## src/rtl/dbg_pkg.sv

```systemverilog
// -----------------------------------------------------------------------------
// dbg_pkg -- shared definitions for the debug responder.
//   * Debug command codes carried on dbg_bus.cmd (8 bit).
//   * Response words returned on dbg_bus.data_dut_dbg.
//   * FSM state encoding used by dbg_responder.
// No ports (package).
// -----------------------------------------------------------------------------
package dbg_pkg;

    localparam logic [7:0] DBG_CMD_NONE   = 8'h00;
    localparam logic [7:0] DBG_CMD_HALT   = 8'h01;
    localparam logic [7:0] DBG_CMD_RESUME = 8'h02;
    localparam logic [7:0] DBG_CMD_RD_REG = 8'h03;
    localparam logic [7:0] DBG_CMD_WR_REG = 8'h04;

    localparam logic [31:0] DBG_RSP_OK         = 32'h0000_0000;
    localparam logic [31:0] DBG_RSP_TIMEOUT    = 32'h0000_0001;
    localparam logic [31:0] DBG_RSP_NOT_HALTED = 32'hFFFF_FFFF;

    typedef enum logic [2:0] {
        ST_IDLE,
        ST_HALT,
        ST_RESUME,
        ST_RF_READ,
        ST_RF_WRITE,
        ST_DONE,
        ST_WAIT_IDLE
    } dbg_state_t;

endpackage

```

## src/rtl/dbg_intf.sv

```systemverilog
// -----------------------------------------------------------------------------
// dbg_intf -- link between the debug module and the core-side responder.
//   cmd          [7:0]  command, 0 = none          (debug module -> core)
//   addr         [31:0] register index, [4:0] used (debug module -> core)
//   data_dbg_dut [31:0] register write data        (debug module -> core)
//   data_dut_dbg [31:0] response data              (core -> debug module)
//   dut_done            one-cycle completion pulse (core -> debug module)
// Modports: dut (responder side), dbg (debug module side).
// -----------------------------------------------------------------------------
interface dbg_intf;
    logic [7:0]  cmd;
    logic [31:0] addr;
    logic [31:0] data_dbg_dut;
    logic [31:0] data_dut_dbg;
    logic        dut_done;

    modport dut (
        input  cmd,
        input  addr,
        input  data_dbg_dut,
        output data_dut_dbg,
        output dut_done
    );

    modport dbg (
        output cmd,
        output addr,
        output data_dbg_dut,
        input  data_dut_dbg,
        input  dut_done
    );
endinterface

```

## src/rtl/dbg_responder.sv

```systemverilog
// -----------------------------------------------------------------------------
// dbg_responder -- executes debug commands against the core: halt / resume
// the pipeline and read / write the register file while halted.
//
// Ports:
//   clk          in   clock, rising edge
//   rstn_i       in   asynchronous active-low reset
//   dbg_bus      dbg_intf.dut  command / response link
//   halt_req_o   out  level stall request to the core pipeline
//   halted_i     in   core drained and stalled
//   rf_raddr_o   out  [4:0]  register-file read address (0 when idle)
//   rf_rdata_i   in   [31:0] register-file read data (combinational)
//   rf_we_o      out  register-file write enable (one-cycle pulse)
//   rf_waddr_o   out  [4:0]  register-file write address
//   rf_wdata_o   out  [31:0] register-file write data
//
// Parameter HALT_TIMEOUT: halt-acknowledge wait limit in cycles.
// Build option: define DBG_HALT_TIMEOUT_EN to bound the HALT wait; a timeout
// completes the command with DBG_RSP_TIMEOUT while keeping halt_req_o high.
// Without it, HALT waits indefinitely and no counter is built.
// -----------------------------------------------------------------------------
module dbg_responder
    import dbg_pkg::*;
#(
    parameter int HALT_TIMEOUT = 255
) (
    input  logic        clk,
    input  logic        rstn_i,
    dbg_intf.dut        dbg_bus,
    output logic        halt_req_o,
    input  logic        halted_i,
    output logic [4:0]  rf_raddr_o,
    input  logic [31:0] rf_rdata_i,
    output logic        rf_we_o,
    output logic [4:0]  rf_waddr_o,
    output logic [31:0] rf_wdata_o
);

    if (HALT_TIMEOUT < 1) begin : g_bad_timeout
        $error("dbg_responder: HALT_TIMEOUT must be at least 1");
    end

`ifdef DBG_HALT_TIMEOUT_EN
    localparam int CNT_W = $clog2(HALT_TIMEOUT + 1);
    logic [CNT_W-1:0] cnt;
`endif

    dbg_state_t  state;
    logic        done_q;
    logic [31:0] data_q;
    logic        rf_ok;      // core was halted when the register command was accepted
    logic [4:0]  idx;
    logic        unused_addr_bits;

    assign idx              = dbg_bus.addr[4:0];
    assign unused_addr_bits = &{1'b0, dbg_bus.addr[31:5]};

    assign dbg_bus.dut_done     = done_q;
    assign dbg_bus.data_dut_dbg = data_q;

    always_ff @(posedge clk or negedge rstn_i) begin
        if (!rstn_i) begin
            state      <= ST_IDLE;
            done_q     <= 1'b0;
            data_q     <= DBG_RSP_OK;
            halt_req_o <= 1'b0;
            rf_ok      <= 1'b0;
            rf_raddr_o <= 5'd0;
            rf_we_o    <= 1'b0;
            rf_waddr_o <= 5'd0;
            rf_wdata_o <= 32'd0;
`ifdef DBG_HALT_TIMEOUT_EN
            cnt        <= '0;
`endif
        end else begin
            // Pulsed outputs default low; only the entering transition raises them.
            done_q     <= 1'b0;
            rf_we_o    <= 1'b0;
            rf_raddr_o <= 5'd0;

            case (state)
                ST_IDLE: begin
                    case (dbg_bus.cmd)
                        DBG_CMD_NONE: begin
                            state <= ST_IDLE;
                        end
                        DBG_CMD_HALT: begin
                            halt_req_o <= 1'b1;
`ifdef DBG_HALT_TIMEOUT_EN
                            cnt        <= '0;
`endif
                            state      <= ST_HALT;
                        end
                        DBG_CMD_RESUME: begin
                            halt_req_o <= 1'b0;
                            state      <= ST_RESUME;
                        end
                        DBG_CMD_RD_REG: begin
                            // Address is only presented when the core is halted.
                            rf_ok      <= halted_i;
                            rf_raddr_o <= halted_i ? idx : 5'd0;
                            state      <= ST_RF_READ;
                        end
                        DBG_CMD_WR_REG: begin
                            // x0 is hard-wired: never issue a write to index 0.
                            rf_ok      <= halted_i;
                            rf_we_o    <= halted_i && (idx != 5'd0);
                            rf_waddr_o <= idx;
                            rf_wdata_o <= dbg_bus.data_dbg_dut;
                            state      <= ST_RF_WRITE;
                        end
                        default: begin
                            data_q <= DBG_RSP_OK;
                            done_q <= 1'b1;
                            state  <= ST_DONE;
                        end
                    endcase
                end

                ST_HALT: begin
                    if (halted_i) begin
                        data_q <= DBG_RSP_OK;
                        done_q <= 1'b1;
                        state  <= ST_DONE;
                    end
`ifdef DBG_HALT_TIMEOUT_EN
                    else if (cnt == CNT_W'(HALT_TIMEOUT)) begin
                        // Give up waiting but leave the stall request asserted.
                        data_q <= DBG_RSP_TIMEOUT;
                        done_q <= 1'b1;
                        state  <= ST_DONE;
                    end else begin
                        cnt <= cnt + 1'b1;
                    end
`endif
                end

                ST_RESUME: begin
                    if (!halted_i) begin
                        data_q <= DBG_RSP_OK;
                        done_q <= 1'b1;
                        state  <= ST_DONE;
                    end
                end

                ST_RF_READ: begin
                    // rf_raddr_o still holds the index this cycle.
                    if (!rf_ok)
                        data_q <= DBG_RSP_NOT_HALTED;
                    else if (rf_raddr_o == 5'd0)
                        data_q <= 32'd0;
                    else
                        data_q <= rf_rdata_i;
                    done_q <= 1'b1;
                    state  <= ST_DONE;
                end

                ST_RF_WRITE: begin
                    data_q <= rf_ok ? DBG_RSP_OK : DBG_RSP_NOT_HALTED;
                    done_q <= 1'b1;
                    state  <= ST_DONE;
                end

                ST_DONE: begin
                    // A command still present here has already executed once.
                    state <= (dbg_bus.cmd == DBG_CMD_NONE) ? ST_IDLE : ST_WAIT_IDLE;
                end

                ST_WAIT_IDLE: begin
                    if (dbg_bus.cmd == DBG_CMD_NONE)
                        state <= ST_IDLE;
                end

                default: state <= ST_IDLE;
            endcase
        end
    end

endmodule

```

## src/flat_wrapper.sv

```systemverilog
// flat-port wrapper written by rule: the top's interface ports become plain ports
module dbg_responder_flat import dbg_pkg::*;
#(
    parameter int HALT_TIMEOUT = 255
)
  (clk, rstn_i, halt_req_o, halted_i, rf_raddr_o, rf_rdata_i, rf_we_o, rf_waddr_o, rf_wdata_o, dbg_bus_cmd, dbg_bus_addr, dbg_bus_data_dbg_dut, dbg_bus_data_dut_dbg, dbg_bus_dut_done);
  dbg_intf dbg_bus_i ();
  input  logic clk;
  input  logic rstn_i;
  output logic halt_req_o;
  input  logic halted_i;
  output logic [4:0] rf_raddr_o;
  input  logic [31:0] rf_rdata_i;
  output logic rf_we_o;
  output logic [4:0] rf_waddr_o;
  output logic [31:0] rf_wdata_o;
  input wire logic [$bits(dbg_bus_i.cmd)-1:0] dbg_bus_cmd;
  input wire logic [$bits(dbg_bus_i.addr)-1:0] dbg_bus_addr;
  input wire logic [$bits(dbg_bus_i.data_dbg_dut)-1:0] dbg_bus_data_dbg_dut;
  output wire logic [$bits(dbg_bus_i.data_dut_dbg)-1:0] dbg_bus_data_dut_dbg;
  output wire logic [$bits(dbg_bus_i.dut_done)-1:0] dbg_bus_dut_done;
  assign dbg_bus_i.cmd = dbg_bus_cmd;
  assign dbg_bus_i.addr = dbg_bus_addr;
  assign dbg_bus_i.data_dbg_dut = dbg_bus_data_dbg_dut;
  assign dbg_bus_data_dut_dbg = dbg_bus_i.data_dut_dbg;
  assign dbg_bus_dut_done = dbg_bus_i.dut_done;
  dbg_responder #(.HALT_TIMEOUT(HALT_TIMEOUT)) u_core (.clk(clk), .rstn_i(rstn_i), .dbg_bus(dbg_bus_i), .halt_req_o(halt_req_o), .halted_i(halted_i), .rf_raddr_o(rf_raddr_o), .rf_rdata_i(rf_rdata_i), .rf_we_o(rf_we_o), .rf_waddr_o(rf_waddr_o), .rf_wdata_o(rf_wdata_o));
endmodule
```

## config.mk

```make
export PLATFORM = sky130hd
export DESIGN_NAME = dbg_responder_flat
export DESIGN_NICKNAME = d
export VERILOG_FILES = /design/src/rtl/dbg_pkg.sv /design/src/rtl/dbg_intf.sv /design/src/rtl/dbg_responder.sv /design/src/flat_wrapper.sv
export SDC_FILE = /design/constraint.sdc
export NUM_CORES = 1
export LEC_CHECK = 0
export CAP_MARGIN = 0
export CORE_AREA = 3 3 95 97
export CTS_BUF_LIST = sky130_fd_sc_hd__clkbuf_4 sky130_fd_sc_hd__clkbuf_8
export CTS_CLUSTER_SIZE = 30
export DETAILED_ROUTE_END_ITERATION = 16
export DIE_AREA = 0 0 98 100
export GPL_ROUTABILITY_DRIVEN = 1
export PLACE_DENSITY = 0.91
export SLEW_MARGIN = 20
export SYNTH_ARGS = -nofsm -noshare
export SYNTH_HDL_FRONTEND = slang
export SYNTH_SLANG_ARGS = --single-unit
```

## constraint.sdc

```tcl
create_clock -name clk -period 2.35 [get_ports clk]
set_input_delay 0.3525 -clock clk [delete_from_list [all_inputs] [get_ports clk]]
set_output_delay 0.3525 -clock clk [all_outputs]
set_load 0.005 [all_outputs]
```

==> Word level (Yosys, flattened, before mapping) <==
Index checks and enable logic that the tools add are counted.
{ "word_totals": {"regBits": 81, "out_inout_bits": 77, "elab_cells": 61} }
{ "classes": {"eq_ne": 14, "n_mux": 23, "reduce_logical": 15} }
{ "ops": {"columns": ["cell", "count"], "rows": [
  ["32-bit two-way mux", 6],
  ["32-bit case mux with 5 select lines", 1],
  ["3-bit case mux with 6 select lines", 1],
  ["8-bit by 2-bit equality test with 1-bit output, second input constant", 2],
  ["5-bit two-way mux", 3],
  ["3-bit case mux with 5 select lines", 1],
  ["3-bit two-way mux", 4],
  ["5-bit nonzero test", 2],
  ["3-bit equality test, second input constant", 3],
  ["8-bit by 1-bit equality test with 1-bit output, second input constant", 1],
  ["8-bit by 3-bit equality test with 1-bit output, second input constant", 1],
  ["8-bit logical NOT", 1],
  ["3-bit by 2-bit equality test with 1-bit output, second input constant", 2],
  ["2-bit inequality test, second input constant", 3],
  ["2-bit AND reduction", 3],
  ["5-bit logical NOT", 1],
  ["1-bit two-way mux", 5],
  ["5-bit OR reduction", 1],
  ["1-bit case mux with 4 select lines", 1],
  ["4-bit AND reduction", 1],
  ["2-bit OR reduction", 2],
  ["3-bit by 1-bit equality test with 1-bit output, second input constant", 1],
  ["3-bit logical NOT", 1],
  ["3-bit AND reduction", 1],
  ["4 further kinds", 4]
]} }

==> Logic depth before layout (Yosys ltp) <==
Gate-level depths: netlist of the first run.
{ "depth": {"depth_word": 4, "mapped_depth": 6, "mapped_depth_nobuf": 4} }

==> Worst setup path after synthesis of the first run <==
Ideal clock, no wire load.
{ "synth_timing": {"kind": "flip-flop to flip-flop", "startpoint": "register u_core.state[2]", "endpoint": "register u_core.rf_wdata_o[23]", "t_arrival_ps": 1568, "required_ps": 2223, "setup_slack_ps": 654, "stages_incl_launch_ff": 6, "n_path_buf": 2, "cell_sequence": "dfrtp_1 > nor4_4 > nand4_1 > buf_2 > buf_6 > mux2_1"} }
{ "synth_between": {"elab_chain_cells": 2} }
{ "synth_rtl": {"columns": ["item", "line_no", "rtl"], "rows": [
  ["from (decl)", "dbg_responder.sv:48", "dbg_state_t state;"],
  ["from (signal assigned)", "dbg_responder.sv:166", "state <= (dbg_bus.cmd == DBG_CMD_NONE) ? ST_IDLE : ST_WAIT_IDLE;"],
  ["3-bit logical NOT", "dbg_responder.sv:81", "case (state)"],
  ["2-bit AND reduction (no line)", null, null],
  ["to (signal assigned)", "dbg_responder.sv:109", "rf_wdata_o <= dbg_bus.data_dbg_dut;"],
  ["to (decl)", "dbg_responder.sv:36", "output logic [31:0] rf_wdata_o"]
]} }
Every way passes these cells.
A chain may end at the register's enable or synchronous reset.

==> Worst setup path after layout of the first run <==
{ "layout_timing": {"startpoint": "input port dbg_bus_cmd[5]", "endpoint": "register u_core.data_q[1], in the netlist u_core.dbg_bus.data_dut_dbg[1]"} }
{ "layout_between": {"elab_chain_cells": 4} }
{ "layout_rtl": {"columns": ["item", "line_no", "rtl"], "rows": [
  ["from (decl)", "flat_wrapper.sv:17", "input wire logic [$bits(dbg_bus_i.cmd)-1:0] dbg_bus_cmd;"],
  ["8-bit by 1-bit equality test with 1-bit output, or another cell as far along", "dbg_responder.sv:83", "case (dbg_bus.cmd)"],
  ["5-bit OR reduction (no line) *", null, null],
  ["2-bit inequality test (no line) *", null, null],
  ["4-bit AND reduction (no line) *", null, null],
  ["to (signal assigned)", "dbg_responder.sv:153", "data_q <= rf_rdata_i;"],
  ["to (signal assigned)", "dbg_responder.sv:159", "data_q <= rf_ok ? DBG_RSP_OK : DBG_RSP_NOT_HALTED;"],
  ["to (decl)", "dbg_responder.sv:50", "logic [31:0] data_q;"]
]} }
Every way passes the cells marked *; elsewhere a longest branch is shown, timed or not.

==> impl_metrics.toml, run 1 <==
[global_route]
grt_max_degree = 47
grt_remaining_overflow = 0
antenna_found_initial = 0
grt_pass1_vias = 2841
track_usage_pct = 18.0
grt_pass1_wl_um = 14200

[sta]
skew_ns = 0.0107
hold_violations = 0
fmax_ghz = 0.537
drv_slew = 0
setup-tns-final_ns = 0
rsz0062_at_grt = "no"
slew_headroom_pct = 69.8
worst_pin_slew_ns = 0.453
setup_viol = 0
period_share_pct = 79.3
min_period_ns = 1.86

[place]
routabilityCongestion = 0.799
numPortBuffers = 156
hpwl_um = 6400

[setup_path]
worstSetupPathType = "in -> reg"
cp.arrival_ns = 2.11
crit_required_ns = 2.60
cp-end-kind = "flip-flop"
cp-start-kind = "input pin"
r2r_slack_ns = 0.56
cp_max_fo = 33

[floorplan]
die_w_um = 98
io_pins = 184
start_util_pct = 40.2
rows = 33
dieArea_sq_mm = 0.00980
die_h_um = 100
coreArea_sq_mm = 0.00822

[yosys]
ys_seq_area_share_pct = 61.3
synth_cell_types = 32
synth_cells = 250
postSynth.asyncResetShare_pct = 100
synth_area_per_cell_sq_um = 13.2
syn-num-nets = 357
synthTopCellsByArea = "dfrtp_1 61%, mux2_2 9.9%, o2bb2ai_1 8.5%"
synth.cell_area_sq_mm = 0.00330
synth_top_cell_by_area = "dfrtp_1"
synth_flop_cell = "dfrtp_1"
synth-edff-count = 0
yosysWarnings = 0
netlist.area_leader.share_pct = 61.3
ys_ff_latch = 81

[job]
drv_cap = 0

[cells_and_area]
num_antenna_cells = 0
final_nets = 515
layout-drive-gt1-share_pct = 13.6
final_util_pct = 63.2
area_delta_synth_final_pct = 57.1

[route]
via_per_inst = 5.13
wl_um = 8570
ant_nets = 0
post_drt_wl_per_cell_um = 16.6
vias = 2645
drt-initial-drc-count = 93
drc = 0
dr.pass1.iters = 4

[pwr]
p_per_area_mw_per_mm2 = 900
power_leakage_nw = 2.29
ir_drop_mv = 0.497

[clock_network]
clkLatencyLatePin_ns = 0.33
clk_pin_slew_worst_paths_ns = 0.07
cts-root-buf = "clkbuf_8"
cts_tree = "yes"
cts_sinks = 81
hold_buffers = 1
cts_made_buffers = 9
h-tree-depth = 3
clk_path_buf_depth = 2
cts_resized = 0
cts_setup_buffers = 0

[run_status]
status = "finished, final reports clean"

[min_path]
hp-class = "reg -> reg"
[critical path, stage by stage]
cell and delay [ns]:
clkdlybuf4s50_1 0.44, nor4_4 0.45, nand2_2 0.16, a211oi_4 0.31, buf_12 0.22, o2bb2ai_1 0.15
[per-stage QoR]
step / total power, mW / std cells / setup slack, ns / instance area (sq um) / hold slack [ns]
final: 4.67 / 516 / 0.487 / 5190 / 0.489
after global routing: 4.98 / 516 / 0.416 / 5190 / 0.511
after CTS: 4.73 / 516 / 0.502 / 5190 / 0.493
after detailed placement: 3.76 / 501 / 0.140 / 5000 / 0.333
after global placement: 3.68 / 501 / 0.228 / 5000 / 0.327
after floorplan: 2.74 / 250 / 0.654 / 3300 / 0.0569
[report_power, final]
group          internal [mW]  switching (mW)  leakage, nW
combinational           1.04           0.704         1.12
sequential              1.75           0.230         1.07
clock                  0.503           0.449       0.0978
total                   3.29            1.38         2.29
[path summary, 6_finish.rpt]
check	end	from	cells past startpoint
setup / recovery	u_core.dbg_bus.data_dut_dbg[1]$_DFFE_PN0P_	dbg_bus_cmd[5]	6
min in group asynchronous	u_core.dbg_bus.data_dut_dbg[26]$_DFFE_PN0P_	rstn_i	2
hold / removal	u_core.dbg_bus.data_dut_dbg[26]$_DFFE_PN0P_	u_core.dbg_bus.data_dut_dbg[26]$_DFFE_PN0P_	1
setup reg to reg	u_core.rf_wdata_o[28]$_DFFE_PN0P_	u_core.state[2]$_DFFE_PN0P_	4
max in group asynchronous	u_core.dbg_bus.data_dut_dbg[3]$_DFFE_PN0P_	rstn_i	3
hold reg to reg	u_core.dbg_bus.data_dut_dbg[26]$_DFFE_PN0P_	u_core.dbg_bus.data_dut_dbg[26]$_DFFE_PN0P_	1
[per-layer routing]
layer  up-vias  share of wire (%)  track usage (%)
met5         -                  0                0
met4         0               0.97             5.75
met3         8                9.5             6.81
met2       125                 49             30.0
met1      1272                 41             21.8
li1       1240                  -                -
[placed cells by master (no fill, tap or decap), types with 2 or more instances in the layout]
cell type          n
clkdlybuf4s50_1  155
nor4_4             2
dfrtp_1           81
buf_12             3
clkinv_2           3
nand3_1            3
o2bb2ai_1         32
inv_1              2
clkbuf_8          10
nor3_1             2
nand3b_1           3
o22ai_1            2
mux2_1             8
nand2_1            4
buf_4              4
nand4_1            3
a21oi_1           34
nor2_1             8
o21ai_0            3
nor2b_1            2
and2_1             5
mux2_2            29
[cells in the mapped netlist, types with 2 or more instances]
| master | n |
|---|---|
| inv_1 | 2 |
| a21oi_1 | 34 |
| nor2_1 | 8 |
| buf_2 | 5 |
| nand2_1 | 4 |
| nand3_1 | 3 |
| dfrtp_1 | 81 |
| clkbuf_1 | 7 |
| and2_1 | 5 |
| mux2_2 | 29 |
| nand3b_1 | 3 |
| nor4_4 | 2 |
| nor3_1 | 2 |
| o22ai_1 | 2 |
| o2bb2ai_1 | 32 |
| mux2_1 | 8 |
| nor2b_1 | 2 |
| buf_4 | 3 |
| o21ai_0 | 3 |
| nand4_1 | 3 |
[registers in the layout, indices dropped and copies added, names as in the netlist]
name and flops:
u_core.dbg_bus.data_dut_dbg 32, u_core.dbg_bus.dut_done 1, u_core.halt_req_o 1, u_core.rf_ok 1, u_core.rf_raddr_o 5, u_core.rf_waddr_o 5
u_core.rf_wdata_o 32, u_core.rf_we_o 1, u_core.state 3
[cell type report]
type,count,area (sq um)
multi-input cells,150,1190
clock buffers,10,138
repair buffers,163,1650
inverters,3,11.3
fillers,642,3020
well taps,105,131
flip-flops and latches,81,2030
clock inverters,4,45.0
[cell families after synthesis]
kind of cell | share of synthesized area (%)
compound gates | 16.4
buf+inv | 2.92
flops | 61.3
mux | 12.6
simple gates | 6.78
Note: power is estimated with default switching activity, not from simulation.
==> run 2, diff against run 1 <==
- clock period: 2.35 -> 1.8 ns (I/O delays scaled with it)
==> run 2 against run 1 <==
Effect of this change:
- register-to-register slack worse by 0.47 ns
- power up 33%
- critical endpoint is now u_core.dbg_bus.data_dut_dbg[20]$_DFFE_PN0P_
- cell count up 2.3%
- clock power up 37%
- routed wire length up 1.6%
- core utilization up 1.1 points
- via count up 3.3%
- largest power group unchanged
- combinational power up 35%
- sequential power up 29%
- setup slack worse by 0.40 ns
- count of clock-buffer cells in the layout up 1
- first-iteration DRC count up 2.2%
==> impl_metrics.toml, run 2 (same netlist as run 1, synthesis figures left out) <==
[floorplan]
rows = 33
die_h_um = 100
io_pins = 184
die_w_um = 98
coreArea_sq_mm = 0.00822
start_util_pct = 40.2
dieArea_sq_mm = 0.00980

[global_route]
gr-max-usage-layer = "met2"
grt_remaining_overflow = 0
use_met3_pct = 7.23
grt_pass1_wl_um = 14200
grt_max_degree = 46
met1_usage_pct = 21.4
track_usage_pct = 18.0
grt_pass1_vias = 2878
antenna_found_initial = 0
grtUsageMet2_pct = 29.5

[sta]
setup_viol = 0
worst_pin_slew_ns = 0.472
hold_violations = 0
fmax_ghz = 0.585
drv_slew = 0
setup_slack_ns = 0.0896
slew_headroom_pct = 68.6
holdWs_ns = 0.437
period_share_pct = 95.0
min_period_ns = 1.71
skew_ns = 0.0114
rsz0062_at_grt = "no"

[pwr]
p_switching_mw = 1.83
p_comb_share_pct = 38.0
seq_power_share_pct = 41.1
ir_drop_mv = 0.523
p_per_area_mw_per_mm2 = 1170
clkPwrFrac_pct = 20.9
p_sw_share_pct = 29.5
power.internal_mw = 4.37
power_leakage_nw = 2.34

[run_status]
status = "finished, final reports clean"

[setup_path]
cp_top_family = "simple AND/OR/NAND/NOR gates"
r2r_slack_ns = 0.09
cp.arrival_ns = 1.91
slowest_delay_ns = 0.46
path_cells = "or2_2, nor3_1, a211oi_4, buf_12, o2bb2ai_1"
path_buf_inv = 1
crit_required_ns = 2.00
r2r-end = "u_core.dbg_bus.data_dut_dbg[20]$_DFFE_PN0P_"
r2r_start = "u_core.state[1]$_DFFE_PN0P_"
r2r_cells = 5
cp-start-kind = "flip-flop"
cp-end-kind = "flip-flop"
cp-startpoint = "u_core.state[1]$_DFFE_PN0P_"
worstSetupPathType = "reg -> reg"
cp_slowest_cell = "dfrtp_1"
cp_max_fo = 33

[route]
wl_um = 8710
post_drt_wl_per_cell_um = 16.5
vias = 2731
drc = 0
via_per_inst = 5.17
drt-initial-drc-count = 95
ant_nets = 0
dr.pass1.iters = 4

[clock_network]
clk_pin_slew_worst_paths_ns = 0.08
cts_made_buffers = 9
cts-root-buf = "clkbuf_8"
h-tree-depth = 3
cts_setup_buffers = 0
clkLatencyLatePin_ns = 0.33
cts_resized = 0
clk_path_buf_depth = 2
cts_sinks = 81
hold_buffers = 1
cts_tree = "yes"

[place]
numPortBuffers = 156
dp_slack_ns = -0.190
placed_cell_area_sq_mm = 0.00507
routabilityCongestion = 0.854
hpwl_um = 6550

[cells_and_area]
layout_common_cells = "155 x clkdlybuf4s50_1, 81 x dfrtp_1, 34 x a21oi_1, 32 x o2bb2ai_1, 29 x mux2_2"
final_util_pct = 64.3
final_nets = 525
layout_commonest_cell = "clkdlybuf4s50_1"
area_delta_synth_final_pct = 59.9
num_antenna_cells = 0
layout-drive-gt1-share_pct = 16.1
finalInstanceArea_sq_mm = 0.00529

[min_path]
hp-class = "in -> async"

[job]
drv_cap = 0
-- run 2: cell count changes in the layout (fill, tap and decap cells not counted), sizes merged --
cell / previous run / this run
clkinvlp: 0 / 2
clkinv: 4 / 3
buf: 7 / 17
clkbuf: 10 / 11
-- run 2: worst max path at each step --
stage | to | slack (ns) | cells past startpoint
6_report | u_core.dbg_bus.data_dut_dbg[20]$_DFFE_PN0P_ | 0.09 | 5
5_1_grt | u_core.rf_raddr_o[0]$_DFF_PN0_ | 0.02 | 5
4_1_cts | u_core.dbg_bus.data_dut_dbg[20]$_DFFE_PN0P_ | 0.11 | 5
3_5_place_dp | u_core.rf_wdata_o[24]$_DFFE_PN0P_ | -0.19 | 5
3_3_place_gp | u_core.rf_wdata_o[26]$_DFFE_PN0P_ | -0.13 | 5
2_1_floorplan | u_core.rf_wdata_o[23]$_DFFE_PN0P_ | 0.10 | 5
-- run 2: layout make-up --
cell class / instances / area [sq um]
Tap cell: 105 / 131
Sequential cell: 81 / 2030
Fill cell: 607 / 2930
Multi-Input combinational cell: 150 / 1190
Clock buffer: 11 / 145
Timing Repair Buffer: 173 / 1730
Inverter: 3 / 11.3
Clock inverter: 5 / 55.1
-- run 2: routing by layer --
layer  vias to the layer above  part of all wire (%)
li1                       1261                     -
met1                      1329                    39
met2                       129                    50
met3                        12                   9.7
met4                         0                   1.2
met5                         -                     0
-- run 2: power groups by stage --
stage,sequential [mW],clock (mW),combinational [mW]
finish,2.55,1.30,2.35
global route,2.61,1.44,2.55
CTS,2.55,1.34,2.39
detailed placement,2.58,0,2.38
global placement,2.56,0,2.30
floorplan,2.61,0,0.964
-- run 2: metrics by stage --
stage	power (mW)	instances	TNS [ns]
3_5_place_dp	4.96	511	-11.14
3_3_place_gp	4.86	511	-7.24
6_report	6.20	528	0
2_1_floorplan	3.57	250	0
4_1_cts	6.28	528	0
5_1_grt	6.60	528	0
-- run 2: worst reg2reg max path: stages (launching register included) --
cell and delay (ns):
dfrtp_1 0.46, or2_2 0.37, nor3_1 0.35, a211oi_4 0.07
buf_12 0.18, o2bb2ai_1 0.16
